--- src/rtl/up_counter_pkg.sv ---
// Shared types and constants for the up_counter timer block.
// Control priority ranks: a lower rank wins when several strobes are active in one cycle.
package up_counter_pkg;

  typedef enum logic [1:0] {
    IDLE  = 2'd0,
    COUNT = 2'd1,
    DONE  = 2'd2
  } state_t;

  localparam int unsigned PRIO_LOAD  = 0;
  localparam int unsigned PRIO_HALT  = 1;
  localparam int unsigned PRIO_START = 2;
  localparam int unsigned PRIO_EN    = 3;

endpackage

--- src/rtl/up_counter.sv ---
// Up counter with run/pause, clamped load, wrap and one-shot modes; all outputs registered, 1-cycle latency.
// No backpressure: every input is sampled on each rising clk edge and acted on immediately.
module up_counter
  import up_counter_pkg::*;
#(
  parameter int WIDTH = 4,
  parameter int MAX   = 2**WIDTH - 1
) (
  input  logic             clk,
  input  logic             reset,
  input  logic             en,
  input  logic             start,
  input  logic             halt,
  input  logic             load,
  input  logic [WIDTH-1:0] load_val,
  input  logic             mode,
  output logic [WIDTH-1:0] out,
  output logic             tc,
  output logic             busy,
  output logic             done
);

  localparam logic [WIDTH-1:0] MAX_V = WIDTH'(MAX);

  if (MAX <= 0 || longint'(MAX) > ((longint'(1) << WIDTH) - 1)) begin : g_bad_max
    $error("up_counter: MAX=%0d outside 1..2**WIDTH-1 for WIDTH=%0d", MAX, WIDTH);
  end

  if (!(PRIO_LOAD < PRIO_HALT && PRIO_HALT < PRIO_START && PRIO_START < PRIO_EN)) begin : g_bad_prio
    $error("up_counter: control priority ranks are not strictly ordered");
  end

  state_t           state_q, state_d;
  logic [WIDTH-1:0] cnt_q, cnt_d;
  logic             tc_q, tc_d;
  logic             busy_q, done_q;
  logic [WIDTH-1:0] load_clamped;

  // Out-of-range loads saturate at MAX rather than dropping high bits.
  assign load_clamped = (load_val > MAX_V) ? MAX_V : load_val;

  always_comb begin
    state_d = state_q;
    cnt_d   = cnt_q;
    tc_d    = 1'b0;
    if (load) begin
      cnt_d   = load_clamped;
      state_d = IDLE;
    end else if (halt) begin
      if (state_q == COUNT) begin
        state_d = IDLE;
      end
    end else if (start && state_q != COUNT) begin
      if (state_q == DONE) begin
        cnt_d = '0;
      end
      state_d = COUNT;
    end else if (en && state_q == COUNT) begin
      if (cnt_q == MAX_V) begin
        tc_d = 1'b1;
        if (mode) begin
          state_d = DONE;
        end else begin
          cnt_d = '0;
        end
      end else begin
        cnt_d = cnt_q + 1'b1;
      end
    end
  end

  always_ff @(posedge clk or negedge reset) begin
    if (!reset) begin
      state_q <= IDLE;
      cnt_q   <= '0;
      tc_q    <= 1'b0;
      busy_q  <= 1'b0;
      done_q  <= 1'b0;
    end else begin
      state_q <= state_d;
      cnt_q   <= cnt_d;
      tc_q    <= tc_d;
      busy_q  <= (state_d == COUNT);
      done_q  <= (state_d == DONE);
    end
  end

  assign out  = cnt_q;
  assign tc   = tc_q;
  assign busy = busy_q;
  assign done = done_q;

endmodule

--- config.mk ---
export PLATFORM = sky130hd
export DESIGN_NAME = up_counter
export DESIGN_NICKNAME = d
export VERILOG_FILES = /design/src/rtl/up_counter_pkg.sv /design/src/rtl/up_counter.sv
export SDC_FILE = /design/constraint.sdc
export NUM_CORES = 1
export LEC_CHECK = 0
export ABC_AREA = 1
export BUFFER_PORTS_ARGS = -buffer_cell sky130_fd_sc_hd__buf_2
export CAP_MARGIN = 5
export CORE_MARGIN = 10
export CORE_UTILIZATION = 35
export CTS_CLUSTER_SIZE = 25
export DETAILED_ROUTE_END_ITERATION = 10
export GPL_TIMING_DRIVEN = 1
export PLACE_DENSITY = 0.57
export SYNTH_ARGS = -nofsm -noshare
export SYNTH_HDL_FRONTEND = slang
export SYNTH_SLANG_ARGS = --single-unit
export TNS_END_PERCENT = 10
--- constraint.sdc ---
create_clock -name clk -period 1.6 [get_ports clk]
set_input_delay 0.16 -clock clk [delete_from_list [all_inputs] [get_ports clk]]
set_output_delay 0.16 -clock clk [all_outputs]
set_load 0.01 [all_outputs]
==> results of run 1 <==
-- final cells by class --
class	instances	area (um^2)	area share, %
inverters	13	48.8	6.84
flip-flops and latches	9	225	31.6
clock buffers	4	26.3	3.68
repair buffers	18	95.1	13.3
multi-input cells	60	298	41.8
well taps	16	20.0	2.81
-- Yosys cell counts (all sizes together) --
cell type  instances  area [um^2]
nand2             36          153
inv               13         48.8
dfrtp              9          225
nand3              6         35.0
nor2               6         32.5
a21oi              4         23.8
o21ai              4         20.0
buf                1         5.00
ha                 1         12.5
nand4              1         6.26
nor4               1         6.26
xnor2              1         8.76
-- cells by family (layout without fill, tap and decap cells) --
| logic type | after synthesis | count (layout) |
|---|---|---|
| XOR/XNOR | 1 | 1 |
| AO/OA/AOI/OAI | 8 | 8 |
| buffers and inverters | 14 | 35 |
| flip-flops | 9 | 9 |
| AND/OR/NAND/NOR | 50 | 50 |
| adder cells (fa/ha/maj) | 1 | 1 |
-- repair_timing --
item | in CTS | in global routing
endpoints found under the hold margin | 9 | 0
gates resized for setup | 0 | 0
setup endpoints to repair | 0 | 0
hold buffers | 1 | 0
-- sequential cells by signal (all words and copies together), names as in the netlist --
register	cells
state_q	2
done	1
busy	1
tc	1
out	4
-- worst max-delay path, stage by stage (launching register included) --
cell and delay, ns:
dfrtp_1 0.42, ha_1 0.22, nand3_2 0.13, nor2_2 0.10, nand2_1 0.07, nand2_1 0.06
nand2_1 0.07, nand2_1 0.09, nor2_1 0.05
-- stage by stage --
stage          instance area, um^2  total power [W]  worst slack [ns]  util, %  hold WS [ns]
2_1_floorplan                  577         0.000377             0.338        -        -0.136
3_5_place_dp                   677         0.000439             0.292     44.4        0.0167
4_1_cts                        713         0.000616             0.259     46.8         0.115
3_3_place_gp                   677         0.000438             0.299     44.4        0.0189
6_report                       713         0.000602             0.270     46.8         0.123
5_1_grt                        713         0.000654             0.122     46.8         0.131
-- report_power, final --
part | internal (W) | switching, W | leakage, nW
sequential | 0.000249 | 0.0000318 | 0.120
clock | 0.0000956 | 0.0000717 | 0.0150
combinational | 0.0000638 | 0.0000899 | 0.296
total | 0.000409 | 0.000193 | 0.431
-- metal layers --
metal | share of wire (%) | routed length, um | vias to the layer above | GRT usage (%)
li1 | - | - | 296 | -
met2 | 47 | 657 | 7 | 11.5
met1 | 46 | 645 | 233 | 11.1
met4 | 1.0 | 14 | 0 | 5.64
met5 | 0 | 0 | - | 0
met3 | 5.7 | 80 | 2 | 2.30
-- worst max path at each step --
stage / depth (start not counted) / end / slack [ns] / from
2_1_floorplan: 8 / busy / 0.34 / out[0]
4_1_cts: 8 / busy / 0.26 / out[1]
3_5_place_dp: 8 / busy / 0.29 / out[1]
6_report: 8 / busy / 0.27 / out[1]
5_1_grt: 8 / busy / 0.12 / out[1]
3_3_place_gp: 8 / busy / 0.30 / out[1]
==> flow_metrics.env, run 1 <==
export IMPL_status="completed"
export IMPL_grt_overflow=0
export IMPL_slew_headroom_pct=84.0
export IMPL_drv_slew=0
export IMPL_antennaDiodeCount=0
export IMPL_rr_startpoint="out[1]"
export IMPL_worst_pin_slew_ns=0.238
export IMPL_synth_adder_area_share_pct=2.17
export IMPL_startpoint_type="register"
export IMPL_drc=0
export IMPL_die_y_um=60.6
export IMPL_fp_dieW_um=60.6
export IMPL_ios=18
export IMPL_nNetsFinal=117
export IMPL_worst_hold_path_endpoint="tc"
export IMPL_ys_ff_latch=9
export IMPL_yosysUniqueCellTypes=20
export IMPL_antenna_found_initial=0
export IMPL_hold_class="input port to register"
export IMPL_cp_required_ns=1.74
export IMPL_core_mm2=0.00152
export IMPL_clk_path_buf_depth=2
export IMPL_grt_pass1_vias=525
export IMPL_max_cap_violations=0
export IMPL_grtUsageTotal_pct=8.40
export IMPL_cts_max_level=1
export IMPL_rr_worst_depth=8
export IMPL_grt_pass1_wl_um=2400
export IMPL_nFillCells=173
export IMPL_p_per_area_mw_per_mm2=844
export IMPL_areaGrowthSynthToFinish_pct=23.6
export IMPL_hold_viol=0
export IMPL_path_class="register to register"
export IMPL_reg2reg_slack_ns=0.27
export IMPL_muxShareOfSynthArea_pct=0
export IMPL_cts_tree="done"
export IMPL_setup_tns_final_ns=0
export IMPL_layout_common_cells="nand2_1 (31), buf_2 (17), inv_1 (9), dfrtp_1 (9), nand3_1 (5)"
export IMPL_synth_area_per_cell_um2=6.95
export IMPL_finalCritPeriodShare_pct=83.1
export IMPL_final_common_cell="nand2_1"
export IMPL_wirelength_um=1400
export IMPL_root_buffer="clkbuf_4"
export IMPL_max_freq_ghz=0.752
export IMPL_num_rows=14
export IMPL_syn_area_um2=577
export IMPL_min_delay_start="halt"
export IMPL_insertion_delay_ns=0.25
export IMPL_drive_above_1_share_pct=31.7
export IMPL_peakVddDrop_mv=0.451
export IMPL_fin_crit_ns=1.33
export IMPL_rsz0062_at_grt="no"
export IMPL_r2r_end="busy"
export IMPL_cts_clk_slew_worst_paths_ns=0.06
export IMPL_port_buffers=17
export IMPL_finalSetupViolCount=0
export IMPL_cts_buffers=3
export IMPL_layoutNonFillerInstCount=120
export IMPL_synth_seq_area_share_pct=39.0
export IMPL_min_path_cells=2
export IMPL_grt_max_degree=11
export IMPL_p_leak_nw=0.431
export IMPL_ys_warn_count=0
export IMPL_syn_num_nets=95
export IMPL_arrival_ns=1.47
export IMPL_drtPass1Iterations=4
export IMPL_synth_compound_area_share_pct=7.59
export IMPL_hpwl_um=1140
export IMPL_dp_cells=115
export IMPL_ant_nets=0
export IMPL_clock_sinks=9
export IMPL_post_cts_repair_setup_buffers=0
export IMPL_cp_max_fo=5
export IMPL_synth_xor_area_share_pct=1.52
export IMPL_end_kind="register"
export IMPL_drt_wirelength_per_cell_um=11.7
export IMPL_synthCells=83
export IMPL_synthSimpleGateAreaFrac_pct=40.3
export IMPL_initial_core_util_pct=37.8
export IMPL_vias_per_cell=4.48
export IMPL_drt_iter0_markers=9
export IMPL_die_area_mm2=0.00367
export IMPL_skew_ns=0.00520
export IMPL_synth_top_family_by_area="simple AND/OR/NAND/NOR gates"
export IMPL_place_congestion=0.768
export IMPL_num_vias=538
No activity file was read; power rests on OpenSTA's default activity.
==> run 2: changes to the inputs <==
Clock period 1.6 ns to 1.4 ns, I/O delays scaled along.
==> run 2 against run 1 <==
Compared with the run above:
- non-clock buffer count grew 1
- register-to-register slack worse by 0.12 ns
- die area unchanged
- first-iteration DRC count up 56%
- critical path depth stayed put
- critical endpoint unchanged
- highest routed layer unchanged
==> flow_metrics.env, run 2 (same netlist as run 1, synthesis figures left out) <==
export IMPL_status="completed"
export IMPL_fin_crit_ns=1.25
export IMPL_initial_core_util_pct=37.8
export IMPL_drc=0
export IMPL_cts_max_level=1
export IMPL_p_int_w=0.000477
export IMPL_post_cts_repair_setup_buffers=0
export IMPL_peakVddDrop_mv=0.570
export IMPL_cts_clk_slew_worst_paths_ns=0.06
export IMPL_vias_per_cell=4.55
export IMPL_num_vias=551
export IMPL_root_buffer="clkbuf_4"
export IMPL_drt_iter0_markers=14
export IMPL_nNetsFinal=118
export IMPL_layout_common_cells="nand2_1 (31), buf_2 (17), inv_1 (9)"
export IMPL_drt_wirelength_per_cell_um=11.5
export IMPL_ios=18
export IMPL_final_common_cell="nand2_1"
export IMPL_arrival_ns=1.43
export IMPL_grt_overflow=0
export IMPL_clock_sinks=9
export IMPL_num_rows=14
export IMPL_hpwl_um=1130
export IMPL_cts_buffers=3
export IMPL_wirelength_um=1390
export IMPL_grt_max_degree=11
export IMPL_grt_pass1_wl_um=2330
export IMPL_finalSetupViolCount=0
export IMPL_antennaDiodeCount=0
export IMPL_p_per_area_mw_per_mm2=968
export IMPL_hold_viol=0
export IMPL_drive_above_1_share_pct=35.2
export IMPL_place_congestion=0.806
export IMPL_worst_pin_slew_ns=0.254
export IMPL_max_cap_violations=0
export IMPL_switching_power_w=0.000235
export IMPL_fp_dieW_um=60.6
export IMPL_finalCritPeriodShare_pct=89.4
export IMPL_fin_ws_ns=0.149
export IMPL_grtUsageTotal_pct=8.19
export IMPL_grt_pass1_vias=534
export IMPL_areaGrowthSynthToFinish_pct=27.5
export IMPL_die_area_mm2=0.00367
export IMPL_largest_reg_flops=4
export IMPL_ant_nets=0
export IMPL_end_kind="register"
export IMPL_power_frac_seq_pct=45.0
export IMPL_switching_share_pct=33.0
export IMPL_core_mm2=0.00152
export IMPL_whs_ns=0.0938
export IMPL_drv_slew=0
export IMPL_clkPwrFrac_pct=27.4
export IMPL_rsz0062_at_grt="no"
export IMPL_path_class="register to register"
export IMPL_slew_headroom_pct=82.9
export IMPL_skew_ns=0.00192
export IMPL_max_freq_ghz=0.799
export IMPL_dpl_worst_slack_ns=0.119
export IMPL_cts_tree="done"
export IMPL_insertion_delay_ns=0.26
export IMPL_comb_power_share_pct=27.5
export IMPL_cp_max_fo=5
export IMPL_port_buffers=17
export IMPL_hold_class="input port to register"
export IMPL_antenna_found_initial=0
export IMPL_setup_tns_final_ns=0
export IMPL_cp_required_ns=1.58
export IMPL_p_leak_nw=0.436
export IMPL_startpoint_type="register"
export IMPL_clk_path_buf_depth=2
export IMPL_drtPass1Iterations=4
export IMPL_die_y_um=60.6
## run 2: changes by cell type in the layout (fill, tap and decap cells not counted)
| cell | previous run | this run |
|---|---|---|
| ha_4 | 0 | 1 |
| ha_1 | 1 | 0 |
| dfrtp_1 | 9 | 8 |
| clkinv_2 | 0 | 1 |
| buf_4 | 0 | 1 |
| dfrtp_2 | 0 | 1 |
| clkbuf_1 | 1 | 0 |
## run 2: power by group through the flow
stage	Combinational [W]	Clock (W)	Sequential [W]
6_report	0.000196	0.000195	0.000321
5_1_grt	0.000223	0.000221	0.000325
4_1_cts	0.000193	0.000209	0.000313
3_5_place_dp	0.000190	0	0.000318
3_3_place_gp	0.000191	0	0.000319
2_1_floorplan	0.000101	0	0.000331
## run 2: critical path, cell delays in order, from the launching register on
cell	delay, ns
dfrtp_2	0.44
ha_4	0.17
nand3_2	0.11
nor2_2	0.04
nand2_1	0.07
nand2_1	0.05
nand2_1	0.09
nand2_1	0.08
nor2_1	0.12
## run 2: through the flow
stage               power (W)  utilization, %  cells  instance area (um^2)
floorplan            0.000431               -     83                   577
global placement     0.000510            44.9    116                   684
detailed placement   0.000509            44.9    116                   684
CTS                  0.000715            47.4    121                   722
global route         0.000768            48.3    121                   736
finish               0.000712            48.3    121                   736
## run 2: what timing repair did
action	4_1_cts	5_1_grt
endpoints found under the hold margin	9	0
resized for setup	0	3
hold buffers	1	0
setup endpoints to repair	0	5
## run 2: layer usage
| metal | part of all wire, % | up-vias | global-route usage (%) |
|---|---|---|---|
| met3 | 3.5 | 2 | 2.09 |
| met5 | 0 | - | 0 |
| li1 | - | 299 | - |
| met4 | 0.87 | 0 | 5.64 |
| met2 | 48 | 5 | 11.8 |
| met1 | 48 | 245 | 10.4 |
## run 2: area by class of cell
class	instances	area [um^2]
Timing Repair Buffer	19	103
Fill cell	157	788
Clock inverter	1	5.00
Sequential cell	9	226
Inverter	13	48.8
Multi-Input combinational cell	60	310
Clock buffer	3	22.5
Tap cell	16	20.0
## run 2: final timing paths
path | start | end | slack (ns) | cells after the start
max | out[1] | busy | 0.15 | 8
min in group asynchronous | reset | busy | 0.26 | 2
min | halt | tc | 0.09 | 2
max in group asynchronous | reset | out[1] | 0.95 | 2
min reg2reg | out[1] | out[1] | 0.57 | 2
max reg2reg | out[1] | busy | 0.15 | 8
==> run 3: changes to the inputs <==
Settings changed: CAP_MARGIN 5 to unset, CELL_PAD_IN_SITES_DETAIL_PLACEMENT set to 1, CELL_PAD_IN_SITES_GLOBAL_PLACEMENT set to 1, CORE_UTILIZATION 35 to 33, PLACE_DENSITY 0.57 to 0.74.
==> run 3 against run 2 <==
Compared with the run above:
- clock power about the same
- non-clock buffer count rose by 1
- global-route usage grew 1.2 points
- register-to-register slack worse by 0.02 ns
- sequential share of layout area about the same
- setup slack worse by 0.020 ns
- design area decreased by 0.68%
- first-iteration DRC count is 14% lower
- critical path type unchanged
- largest cell class unchanged
- largest power group unchanged
==> flow_metrics.env, run 3 (same netlist as run 1, synthesis figures left out) <==
export IMPL_hpwl_um=1370
export IMPL_final_common_cell="nand2_1"
export IMPL_die_y_um=61.8
export IMPL_path_class="register to register"
export IMPL_clk_path_buf_depth=2
export IMPL_layout_common_cells="nand2_1 (31), buf_2 (17), inv_1 (9), dfrtp_1 (9), nand3_1 (5)"
export IMPL_die_area_mm2=0.00382
export IMPL_arrival_ns=1.47
export IMPL_initial_core_util_pct=34.1
export IMPL_path_buf_inv=1
export IMPL_grt_overflow=0
export IMPL_grt_max_degree=11
export IMPL_end_kind="register"
export IMPL_busiest_layer="met2"
export IMPL_max_cap_violations=0
export IMPL_rsz0062_at_grt="no"
export IMPL_nNetsFinal=119
export IMPL_drt_wirelength_per_cell_um=13.1
export IMPL_root_buffer="clkbuf_4"
export IMPL_hold_viol=0
export IMPL_layoutNonFillerInstCount=123
export IMPL_grt_pass1_vias=634
export IMPL_grt_met1_usage_pct=10.9
export IMPL_vias_per_cell=4.80
export IMPL_wirelength_um=1610
export IMPL_grtUsageTotal_pct=9.42
export IMPL_num_vias=590
export IMPL_slew_headroom_pct=83.8
export IMPL_max_freq_ghz=0.787
export IMPL_cp_required_ns=1.60
export IMPL_final_area_um2=731
export IMPL_drive_above_1_share_pct=34.0
export IMPL_grt_pass1_wl_um=2720
export IMPL_setup_tns_final_ns=0
export IMPL_drtPass1Iterations=3
export IMPL_cp_max_fo=5
export IMPL_grt_util_met3_pct=1.63
export IMPL_port_buffers=17
export IMPL_ant_nets=0
export IMPL_worst_pin_slew_ns=0.241
export IMPL_ios=18
export IMPL_largest_reg_flops=4
export IMPL_cts_clk_slew_worst_paths_ns=0.06
export IMPL_p_per_area_mw_per_mm2=980
export IMPL_finalCritPeriodShare_pct=90.8
export IMPL_fp_dieW_um=61.8
export IMPL_skew_ns=0.000868
export IMPL_cts_tree="done"
export IMPL_worstPathCellList="ha_1 > nand3_2 > inv_1 > nand3_1 > nand2_1 > nor2_4 > nand2_1 > nand2_1"
export IMPL_slowest_stage="dfrtp_1"
export IMPL_finalSetupViolCount=0
export IMPL_insertion_delay_ns=0.25
export IMPL_max_stage_delay_ns=0.38
export IMPL_p_leak_nw=0.444
export IMPL_grtUsageMet2_pct=15.8
export IMPL_place_congestion=0.825
export IMPL_cts_buffers=3
export IMPL_areaGrowthSynthToFinish_pct=26.7
export IMPL_drc=0
export IMPL_clock_sinks=9
export IMPL_antennaDiodeCount=0
export IMPL_critical_path_top_delay_family="simple AND/OR/NAND/NOR gates"
export IMPL_whs_ns=0.105
export IMPL_hold_class="input port to register"
export IMPL_antenna_found_initial=0
export IMPL_cts_max_level=1
export IMPL_drv_slew=0
export IMPL_dpl_instance_area_um2=693
export IMPL_num_rows=15
export IMPL_drt_iter0_markers=12
export IMPL_crit_top_cell="nand2_1"
export IMPL_cts_resized_gates=0
export IMPL_startpoint_type="register"
export IMPL_fin_crit_ns=1.27
export IMPL_status="completed"
export IMPL_peakVddDrop_mv=0.484
export IMPL_dp_cells=118
export IMPL_core_mm2=0.00169
==> run 3: cell types whose count changed in the layout (fill, tap and decap cells not counted) <==
| cell | change |
|---|---|
| buf_4 | +1 |
| ha_1 | +1 |
| dfrtp_1 | +1 |
| dfrtp_2 | -1 |
| ha_4 | -1 |
==> run 3: area by class of cell <==
| class | count | area [um^2] |
|---|---|---|
| clock buffers | 3 | 22.5 |
| inverters | 13 | 48.8 |
| fillers | 233 | 958 |
| repair buffers | 20 | 110 |
| flip-flops and latches | 9 | 225 |
| clock inverters | 1 | 5.00 |
| well taps | 17 | 21.3 |
| multi-input cells | 60 | 298 |
==> run 3: what timing repair did <==
action / in CTS / in global routing
endpoints found under the hold margin: 9 / 0
hold buffers: 1 / 0
buffers inserted: 0 / 0
==> run 3: power breakdown <==
group	switching, W	total [W]	internal, W
combinational	0.000121	0.000209	0.0000881
clock	0.0000889	0.000194	0.000105
sequential	0.0000279	0.000312	0.000285
total	0.000238	0.000716	0.000478
==> run 3: path summary, 6_finish.rpt <==
path / to / from / slack, ns / cells after the start
setup / recovery: out[3] / out[0] / 0.13 / 8
setup reg to reg: out[3] / out[0] / 0.13 / 8
hold reg to reg: out[3] / out[3] / 0.59 / 2
max in group asynchronous: out[3] / reset / 0.98 / 2
hold / removal: tc / halt / 0.10 / 2
min in group asynchronous: state_q[0] / reset / 0.25 / 2
==> run 3: metrics by stage <==
| stage | utilization, % | total power [W] | setup WS, ns |
|---|---|---|---|
| after global placement | 41.0 | 0.000524 | 0.182 |
| final | 43.3 | 0.000716 | 0.129 |
| after detailed placement | 41.0 | 0.000530 | 0.134 |
| after floorplan | - | 0.000431 | 0.138 |
| after CTS | 43.3 | 0.000732 | 0.122 |
| after global routing | 43.3 | 0.000777 | 0.0232 |
==> run 3: layer usage <==
layer	up-vias	wire (um)	part of all wire, %
met5	-	0	0
met1	279	728	45
li1	305	-	-
met2	4	827	51
met3	2	42	2.6
met4	0	12	0.75
